### src/rtl/pe_row_seq_if.sv
`default_nettype none
// +----------------------------------------------------------------------+
// | pe_row_seq_if : weight-write, feature-beat and result bus of the PE row |
// | Rev 1.0                                                              |
// +----------------------------------------------------------------------+
interface pe_row_seq_if #(
  parameter int PE_DIM     = 8,
  parameter int FEAT_WIDTH = 8,
  parameter int WGT_WIDTH  = 8,
  parameter int ACC_WIDTH  = 24,
  parameter int WGT_DEPTH  = 16
);
  localparam int IDX_W  = (WGT_DEPTH > 1) ? $clog2(WGT_DEPTH) : 1;
  localparam int LANE_W = (PE_DIM > 1) ? $clog2(PE_DIM) : 1;

  logic                  w_we;
  logic [LANE_W-1:0]     w_lane;
  logic [IDX_W-1:0]      w_addr;
  logic [WGT_WIDTH-1:0]  w_data;
  logic                  f_valid;
  logic                  f_ready;
  logic [FEAT_WIDTH-1:0] f_data;
  logic [IDX_W-1:0]      f_idx;
  logic                  f_last;
  logic                  out_valid;
  logic                  out_ready;
  logic [ACC_WIDTH-1:0]  out_data;
  logic [LANE_W-1:0]     out_lane;

  modport master (
    output w_we, w_lane, w_addr, w_data,
    output f_valid, f_data, f_idx, f_last,
    input  f_ready,
    input  out_valid, out_data, out_lane,
    output out_ready
  );

  modport slave (
    input  w_we, w_lane, w_addr, w_data,
    input  f_valid, f_data, f_idx, f_last,
    output f_ready,
    output out_valid, out_data, out_lane,
    input  out_ready
  );
endinterface
`default_nettype wire

### src/rtl/pe_row_seq.sv
`default_nettype none
// +----------------------------------------------------------------------+
// | pe_row_seq : PE_DIM signed MAC lanes fed by broadcast sparse features, |
// | results drained lane by lane. Rev 1.0. PE_ROW_SEQ_SATURATE_EN = clamp. |
// +----------------------------------------------------------------------+
module pe_row_seq #(
  parameter int PE_DIM     = 8,
  parameter int FEAT_WIDTH = 8,
  parameter int WGT_WIDTH  = 8,
  parameter int ACC_WIDTH  = 24,
  parameter int WGT_DEPTH  = 16
) (
  input wire logic    clk,
  input wire logic    reset,
  pe_row_seq_if.slave bus
);
  localparam int IDX_W  = (WGT_DEPTH > 1) ? $clog2(WGT_DEPTH) : 1;
  localparam int LANE_W = (PE_DIM > 1) ? $clog2(PE_DIM) : 1;
  localparam logic [LANE_W-1:0] c_last_lane = LANE_W'(PE_DIM - 1);

  typedef enum logic [0:0] {
    ACCUM = 1'b0,
    DRAIN = 1'b1
  } state_t;

  state_t                      state_q, state_d;
  logic [LANE_W-1:0]           cnt_q, cnt_d;
  logic signed [ACC_WIDTH-1:0] acc_q [PE_DIM];
  logic signed [ACC_WIDTH-1:0] acc_d [PE_DIM];
  logic signed [WGT_WIDTH-1:0] wgt_q [PE_DIM][WGT_DEPTH];
  logic signed [WGT_WIDTH-1:0] wgt_d [PE_DIM][WGT_DEPTH];

  // One extra sum bit exposes signed overflow for the clamp.
  function automatic logic signed [ACC_WIDTH-1:0] mac(
    input logic signed [ACC_WIDTH-1:0]  acc,
    input logic signed [FEAT_WIDTH-1:0] f,
    input logic signed [WGT_WIDTH-1:0]  w
  );
    logic signed [FEAT_WIDTH+WGT_WIDTH-1:0] prod;
    logic signed [ACC_WIDTH:0]              sum;
    prod = f * w;
    sum  = (ACC_WIDTH+1)'(acc) + (ACC_WIDTH+1)'(prod);
`ifdef PE_ROW_SEQ_SATURATE_EN
    if (sum[ACC_WIDTH] != sum[ACC_WIDTH-1]) begin
      mac = sum[ACC_WIDTH] ? {1'b1, {(ACC_WIDTH-1){1'b0}}} : {1'b0, {(ACC_WIDTH-1){1'b1}}};
    end else begin
      mac = sum[ACC_WIDTH-1:0];
    end
`else
    mac = sum[ACC_WIDTH-1:0];
`endif
  endfunction

  always_comb begin
    state_d = state_q;
    cnt_d   = cnt_q;
    acc_d   = acc_q;
    wgt_d   = wgt_q;
    case (state_q)
      ACCUM: begin
        if (bus.f_valid) begin
          for (int l = 0; l < PE_DIM; l++) begin
            acc_d[l] = mac(acc_q[l], bus.f_data, wgt_q[l][bus.f_idx]);
          end
          if (bus.f_last) begin
            state_d = DRAIN;
            cnt_d   = '0;
          end
        end
      end
      DRAIN: begin
        if (bus.out_ready) begin
          if (cnt_q == c_last_lane) begin
            for (int l = 0; l < PE_DIM; l++) begin
              acc_d[l] = '0;
            end
            cnt_d   = '0;
            state_d = ACCUM;
          end else begin
            cnt_d = cnt_q + 1'b1;
          end
        end
      end
      default: state_d = ACCUM;
    endcase
    // The MAC above read wgt_q, so a colliding write lands one cycle later.
    for (int l = 0; l < PE_DIM; l++) begin
      if (bus.w_we && (bus.w_lane == LANE_W'(l))) begin
        wgt_d[l][bus.w_addr] = bus.w_data;
      end
    end
  end

  always_ff @(posedge clk or negedge reset) begin
    if (!reset) begin
      state_q <= ACCUM;
      cnt_q   <= '0;
      for (int l = 0; l < PE_DIM; l++) begin
        acc_q[l] <= '0;
        for (int a = 0; a < WGT_DEPTH; a++) begin
          wgt_q[l][a] <= '0;
        end
      end
    end else begin
      state_q <= state_d;
      cnt_q   <= cnt_d;
      acc_q   <= acc_d;
      wgt_q   <= wgt_d;
    end
  end

  assign bus.f_ready   = (state_q == ACCUM);
  assign bus.out_valid = (state_q == DRAIN);
  assign bus.out_data  = (state_q == DRAIN) ? acc_q[cnt_q] : '0;
  assign bus.out_lane  = cnt_q;

endmodule
`default_nettype wire

### src/flat_wrapper.sv
// flat-port wrapper written by rule: the top's interface ports become plain ports
module pe_row_seq_flat 
#(
  parameter int PE_DIM     = 8,
  parameter int FEAT_WIDTH = 8,
  parameter int WGT_WIDTH  = 8,
  parameter int ACC_WIDTH  = 24,
  parameter int WGT_DEPTH  = 16
)
  (clk, reset, bus_w_we, bus_w_lane, bus_w_addr, bus_w_data, bus_f_valid, bus_f_data, bus_f_idx, bus_f_last, bus_f_ready, bus_out_valid, bus_out_data, bus_out_lane, bus_out_ready);
  pe_row_seq_if #(.PE_DIM(PE_DIM), .FEAT_WIDTH(FEAT_WIDTH), .WGT_WIDTH(WGT_WIDTH), .ACC_WIDTH(ACC_WIDTH), .WGT_DEPTH(WGT_DEPTH)) bus_i ();
  input wire logic clk;
  input wire logic reset;
  input wire logic [$bits(bus_i.w_we)-1:0] bus_w_we;
  input wire logic [$bits(bus_i.w_lane)-1:0] bus_w_lane;
  input wire logic [$bits(bus_i.w_addr)-1:0] bus_w_addr;
  input wire logic [$bits(bus_i.w_data)-1:0] bus_w_data;
  input wire logic [$bits(bus_i.f_valid)-1:0] bus_f_valid;
  input wire logic [$bits(bus_i.f_data)-1:0] bus_f_data;
  input wire logic [$bits(bus_i.f_idx)-1:0] bus_f_idx;
  input wire logic [$bits(bus_i.f_last)-1:0] bus_f_last;
  output wire logic [$bits(bus_i.f_ready)-1:0] bus_f_ready;
  output wire logic [$bits(bus_i.out_valid)-1:0] bus_out_valid;
  output wire logic [$bits(bus_i.out_data)-1:0] bus_out_data;
  output wire logic [$bits(bus_i.out_lane)-1:0] bus_out_lane;
  input wire logic [$bits(bus_i.out_ready)-1:0] bus_out_ready;
  assign bus_i.w_we = bus_w_we;
  assign bus_i.w_lane = bus_w_lane;
  assign bus_i.w_addr = bus_w_addr;
  assign bus_i.w_data = bus_w_data;
  assign bus_i.f_valid = bus_f_valid;
  assign bus_i.f_data = bus_f_data;
  assign bus_i.f_idx = bus_f_idx;
  assign bus_i.f_last = bus_f_last;
  assign bus_f_ready = bus_i.f_ready;
  assign bus_out_valid = bus_i.out_valid;
  assign bus_out_data = bus_i.out_data;
  assign bus_out_lane = bus_i.out_lane;
  assign bus_i.out_ready = bus_out_ready;
  pe_row_seq #(.PE_DIM(PE_DIM), .FEAT_WIDTH(FEAT_WIDTH), .WGT_WIDTH(WGT_WIDTH), .ACC_WIDTH(ACC_WIDTH), .WGT_DEPTH(WGT_DEPTH)) u_core (.clk(clk), .reset(reset), .bus(bus_i));
endmodule
### config.mk
export PLATFORM = sky130hd
export DESIGN_NAME = pe_row_seq_flat
export DESIGN_NICKNAME = d
export VERILOG_FILES = /design/src/rtl/pe_row_seq_if.sv /design/src/rtl/pe_row_seq.sv /design/src/flat_wrapper.sv
export SDC_FILE = /design/constraint.sdc
export NUM_CORES = 2
export LEC_CHECK = 0
export ABC_AREA = 1
export CORE_UTILIZATION = 35
export DETAILED_ROUTE_END_ITERATION = 10
export SETUP_SLACK_MARGIN = 0.05
export SLEW_MARGIN = 15
export SYNTH_ARGS = -nofsm -noshare
export SYNTH_HDL_FRONTEND = slang
export SYNTH_SLANG_ARGS = --single-unit
### constraint.sdc
create_clock -name clk -period 7.4 [get_ports clk]
set_input_delay 1.48 -clock clk [delete_from_list [all_inputs] [get_ports clk]]
set_output_delay 1.48 -clock clk [all_outputs]
set_load 0.1 [all_outputs]
Yosys cells after proc, flatten, opt, wreduce, memory -nomap -nowiden:

Cells that the tools add are included.

* bits in registers: 1220
* output and inout port bits: 29
* input bits: 33
* word-level logic and storage cells: 239

* muxes and demuxes: 52
* multiply operators: 8
* bitwise logic cells: 4
* eq/ne operators: 12
* reduce and logical (&&, ||, !) cells: 12
* $add $sub $neg: 9
* order comparisons: 4

Operator list (number)
* 128-bit bitwise mux: 8
* 192-bit 2-to-1 mux: 3
* 192-bit one-hot mux with 2 select lines: 1
* 8-bit binary-select mux with 4-bit select: 8
* 24-bit by 16-bit adder with 24-bit output: 8
* 8-bit 2-to-1 mux: 17
* 8-bit by 8-bit multiplier with 16-bit output: 8
* 24-bit binary-select mux with 3-bit select: 1
* 24-bit 2-to-1 mux: 3
* 8-bit demux with 4-bit select: 1
* 3-bit == test (second input constant): 5
* 3-bit 2-to-1 mux: 4
* 5-bit greater-or-equal comparator (second input constant): 2
* 4-bit NOT with 5-bit output: 2
* 1-bit logical AND: 9
* 2-bit inequality test (second input constant): 4
* 3-bit by 2-bit == test with 1-bit output (second input constant): 2
* 3-bit one-hot mux with 2 select lines: 1
* 3-bit AND reduction: 2
* 5-bit by 1-bit less-than comparator with 1-bit output (second input constant): 1
* 4-bit greater-or-equal comparator (second input constant): 1
* 1-bit 2-to-1 mux: 4
* 3-bit NOT with 4-bit output: 1
* 3-bit by 1-bit adder with 3-bit output (second input constant): 1
* other kinds (4): 4

Logic depth before layout (Yosys ltp):

* depth in word-level cells: 8
* mapped depth: 34
* depth with buffers taken out: 31

Worst setup path after synthesis:

No wires, ideal clock.

* path type: in2reg
* start point: in bus_f_idx[0]
* end point: reg u_core.acc_q[117] (netlist bit)
* required time: 7.282 ns
* stages on the path: 25
* arrival: 7.003 ns
* library setup time: 0.118 ns
* path slack: 0.279 ns
* buffers on the path: 4
* path through: buf_6 inv_4 buf_6 buf_4 buf_2 nor2_1 o211ai_1 o211ai_2 a21oi_1 fa_1 inv_1 fa_1 fa_1 inv_1 fa_1 ha_1 ha_1 nand2_1 nor2_1 and2_1 nand4_1 nand3_1 nand2_1 nand3_1 nand2_1

* longest elaborated chain between the ends: 8

RTL lines
* start: declaration: line flat_wrapper.sv:20 `input wire logic [$bits(bus_i.f_idx)-1:0] bus_f_idx;`
* 4-bit NOT with 5-bit output (not written as such): line pe_row_seq.sv:63 `acc_d[l] = mac(acc_q[l], bus.f_data, wgt_q[l][bus.f_idx]);`
* 8-bit binary-select mux with 4-bit select: line pe_row_seq.sv:63
* 8-bit 2-to-1 mux (not written as such) (2 in series): line pe_row_seq.sv:63
* 8-bit by 8-bit multiplier with 16-bit output: line pe_row_seq.sv:41 `prod = f * w;`
* 24-bit by 16-bit adder with 24-bit output: line pe_row_seq.sv:42 `sum = (ACC_WIDTH+1)'(acc) + (ACC_WIDTH+1)'(prod);`
* 192-bit 2-to-1 mux: line pe_row_seq.sv:61 `if (bus.f_valid) begin`
* 192-bit one-hot mux with 2 select lines: line pe_row_seq.sv:59 `case (state_q)`
* end signal: indexed assignment: line pe_row_seq.sv:99 `acc_q[l] <= '0;`
* end signal: assignment: line pe_row_seq.sv:107 `acc_q <= acc_d;`
* end: declaration: line pe_row_seq.sv:28 `logic signed [ACC_WIDTH-1:0] acc_q [PE_DIM];`

No other way between the ends. The select of a mux whose other input is x is not followed.
A chain may end at the register's enable or synchronous reset.

Worst setup path in the final report:

Same ends and word-level chain as after synthesis.

==> results.md <==
* # rows at roughly 180
* Area leader, netlist: dfrtp_1
* CTS Buf Count at 146
* Congestion Overflow GR at 0
* Yosys reg bits at around 1200
* CP most frequent cell: nand2_1
* Leak Pwr at about 49 nW
* Clock Tree Root: clkbuf_16
* Critical Path Max Stage Delay at about 600 ps
* Post-detailed-route DRC marker count at 0
* Die Y at approximately 500 um
* Area Growth Syn to Fin at 13.4%
* Global-route wire length before repair at 457000 um
* CP Launch Type: input pin
* Netlist cell types at 36
* # Max-Cap Violations at 0
* Finished Layout Cells at 14300
* Setup crit end kind: flip-flop
* Pre-antenna DRT Iters at 6
* GRT Resource Usage Total at a little under a quarter
* # setup viols final at 0
* Main area contributors after synthesis: dfrtp_1 34%, fa_1 19%, nand2_1 10%
* Die Span X at approximately 510 um
* Post-synthesis sequential area ratio at between 30% and 40%
* CP required at 8070 ps
* Drt total wl at between 200000 and 300000 um
* Relative slew slack at between 10% and 20%
* Critical Path AT at ~7400 ps
* Max H-tree Level at 4
* Total number of vias at 75300
* CTS tree: yes
* Vias in the first global route at around 77000
* Mapped Avg Cell Area at slightly above 8 um^2
* Reg clk slew, reported paths at approximately 60 ps
* Die ar. at 0.256 mm^2
* Layout cell share with drive strength beyond 1 at about 7.5%
* Resized Gates After CTS at 0
* Synth Warn # at 0
* Post-DP HPWL at around 210000 um
* Hold crit path type: flip-flop to flip-flop
* Number of buffers added on ports at approximately 60
* Syn_nets at between 10000 and 15000
* Final Max Tran Viols at 0
* PD cells at around 550 mW/mm^2
* First DRT Iteration DRCs at about 7100
* Max Clk Rate at between 100 and 150 MHz
* Cts hold-fix bufs at 0
* Slowest CP cell: fa_1
* Longest Clk Path Bufs at 3
* Clk Latency, worst-skew pair at 820 ps
* Final Instance Area at 0.101 mm^2
* Largest net degree at the start of global routing at ~190
* Final core area utilization at about two fifths
* Slew at the pin with the worst max-slew slack at between 1000 and 1500 ps
* DR vias/cell at approximately 5.3
* Cells after DPL at ~14000
* Starting Density at roughly a third
* Worst-path maximum fanout at between 50 and 60
* Syn Std Cell Area at a little under 0.09 mm^2
* Crit path time final at 6680 ps
* RSZ-0062 raised after global routing: false
* Clock sink total at 1220
* GP Congestion at around 0.94
* IO Count at 62
* Clock Skew at between 40 and 50 ps
* Total chip power at 0.0554 W
* Critical path type: input pin to flip-flop
* Final net count at 12100
* Crit path cell chain: buf_8 -> buf_12 -> buf_12 -> buf_12 -> o21ai_0 -> o221ai_1 -> nand3_1 -> nand2_1 -> nand2_1 -> fa_1 -> fa_1 -> inv_1 -> fa_1 -> fa_1 -> ha_1 -> ha_1 -> nand2_1 -> nor2_1 -> and2_1 -> nand4_1 -> nand3_1 -> nand2_1 -> nand3_1 -> nand2_1
* Post-Syn Instances at approximately 11000
* Hold slack at between 400 and 500 ps
* Hold Fails Final Rpt at 0
* DR WL/cell at approximately 20 um
* Final period util at 90.3%
* Initial antenna violation count at 16
* CORE AREA at 0.252 mm^2
* Area fraction of the dominant cell type after synthesis at between 30% and 40%
* Post-place instance area at around 0.096 mm^2
* Max VDD drop at 0.000590 V
* Setup Fix Bufs, Post-CTS at 0
* Outcome: completed
* Final ANT Viol Nets at 0
[layout by cell type (no fill, tap or decap), types with 127 or more instances in the layout]
cell / instances
a21oi_1: 232
nor2_1: 1136
inv_1: 1071
nand3_1: 264
fa_1: 832
o221ai_1: 127
buf_4: 372
o21ai_0: 1828
clkbuf_16: 149
ha_1: 434
dfrtp_1: 1218
nand2_1: 2445
[routing by layer]
metal	GRT usage (%)	vias up	part of all wire, %
met2	36.7	2493	46
met3	3.76	485	6.8
met4	7.95	8	3.6
met1	31.4	37500	44
met5	0	-	0.020
li1	-	34800	-
[synth_stat cells (all sizes together)]
cell    count
a21o        2
a21oi     240
a22o        4
a31oi      15
and2       12
buf       123
clkbuf    471
clkinv      1
dfrtp    1220
fa        832
ha        434
inv      1135
nand2    2463
nand3     264
nand3b     24
nand4      50
nor2     1157
nor3       29
o211ai    130
o21ai    1842
o21bai     10
o221ai    127
o22ai     103
o31ai       4
xnor2      31
xor2       19
[kinds of logic (layout without fill, tap and decap cells)]
family / after synthesis / after routing / synth area share (%)
XOR/XNOR: 50 / 50 / 0.493
AO/OA/AOI/OAI: 2477 / 2477 / 15.1
buffers and inverters: 1730 / 1915 / 7.53
other: 0 / 8 / 0
AND/OR/NAND/NOR: 3999 / 3999 / 17.6
adder cells (fa/ha/maj): 1266 / 1266 / 24.9
flip-flops: 1220 / 1220 / 34.4
[layout make-up]
cell class | instances | area (um^2)
Antenna cell | 8 | 20.0
Tap cell | 3348 | 4190
Clock inverter | 65 | 892
Clock buffer | 207 | 4190
Multi-Input combinational cell | 7792 | 51700
Inverter | 1136 | 4310
Sequential cell | 1220 | 30500
Fill cell | 25300 | 151000
Timing Repair Buffer | 507 | 4940
[final timing paths]
kind                                   startpoint           endpoint  slack, ps  cells after the start
min in group asynchronous                   reset   u_core.acc_q[62]        660                      1
worst min register to register   u_core.wgt_q[95]   u_core.wgt_q[95]        480                      2
worst max register to register  u_core.wgt_q[115]   u_core.acc_q[14]       1660                     22
worst max-delay path                 bus_f_idx[0]  u_core.acc_q[117]        720                     24
worst min-delay path             u_core.wgt_q[95]   u_core.wgt_q[95]        480                      2
max in group asynchronous                   reset  u_core.wgt_q[999]       4990                      2
[stage by stage]
stage / setup slack [ps] / setup TNS (ps)
3_5_place_dp: -50.0 / -101
5_1_grt: 476 / 0
2_1_floorplan: 279 / 0
3_3_place_gp: 1.27 / 0
6_report: 717 / 0
4_1_cts: 776 / 0
[registers in the layout, indices dropped and copies added (netlist names)]
name	cells
u_core.bus.out_lane	3
u_core.acc_q	192
u_core.bus.out_valid	1
u_core.wgt_q	1024
[critical path, delay by kind of cell]
kind | cells | cell delay (ps)
fa+ha+maj | 6 | 2750
simple gates | 11 | 1470
buf+inv | 5 | 1160
compound gates | 2 | 370
[power by group]
group	internal (W)	switching, W
combinational	0.0153	0.0237
sequential	0.00766	0.00114
clock	0.00451	0.00313
total	0.0275	0.0280
(Power assumes the default switching activity.)
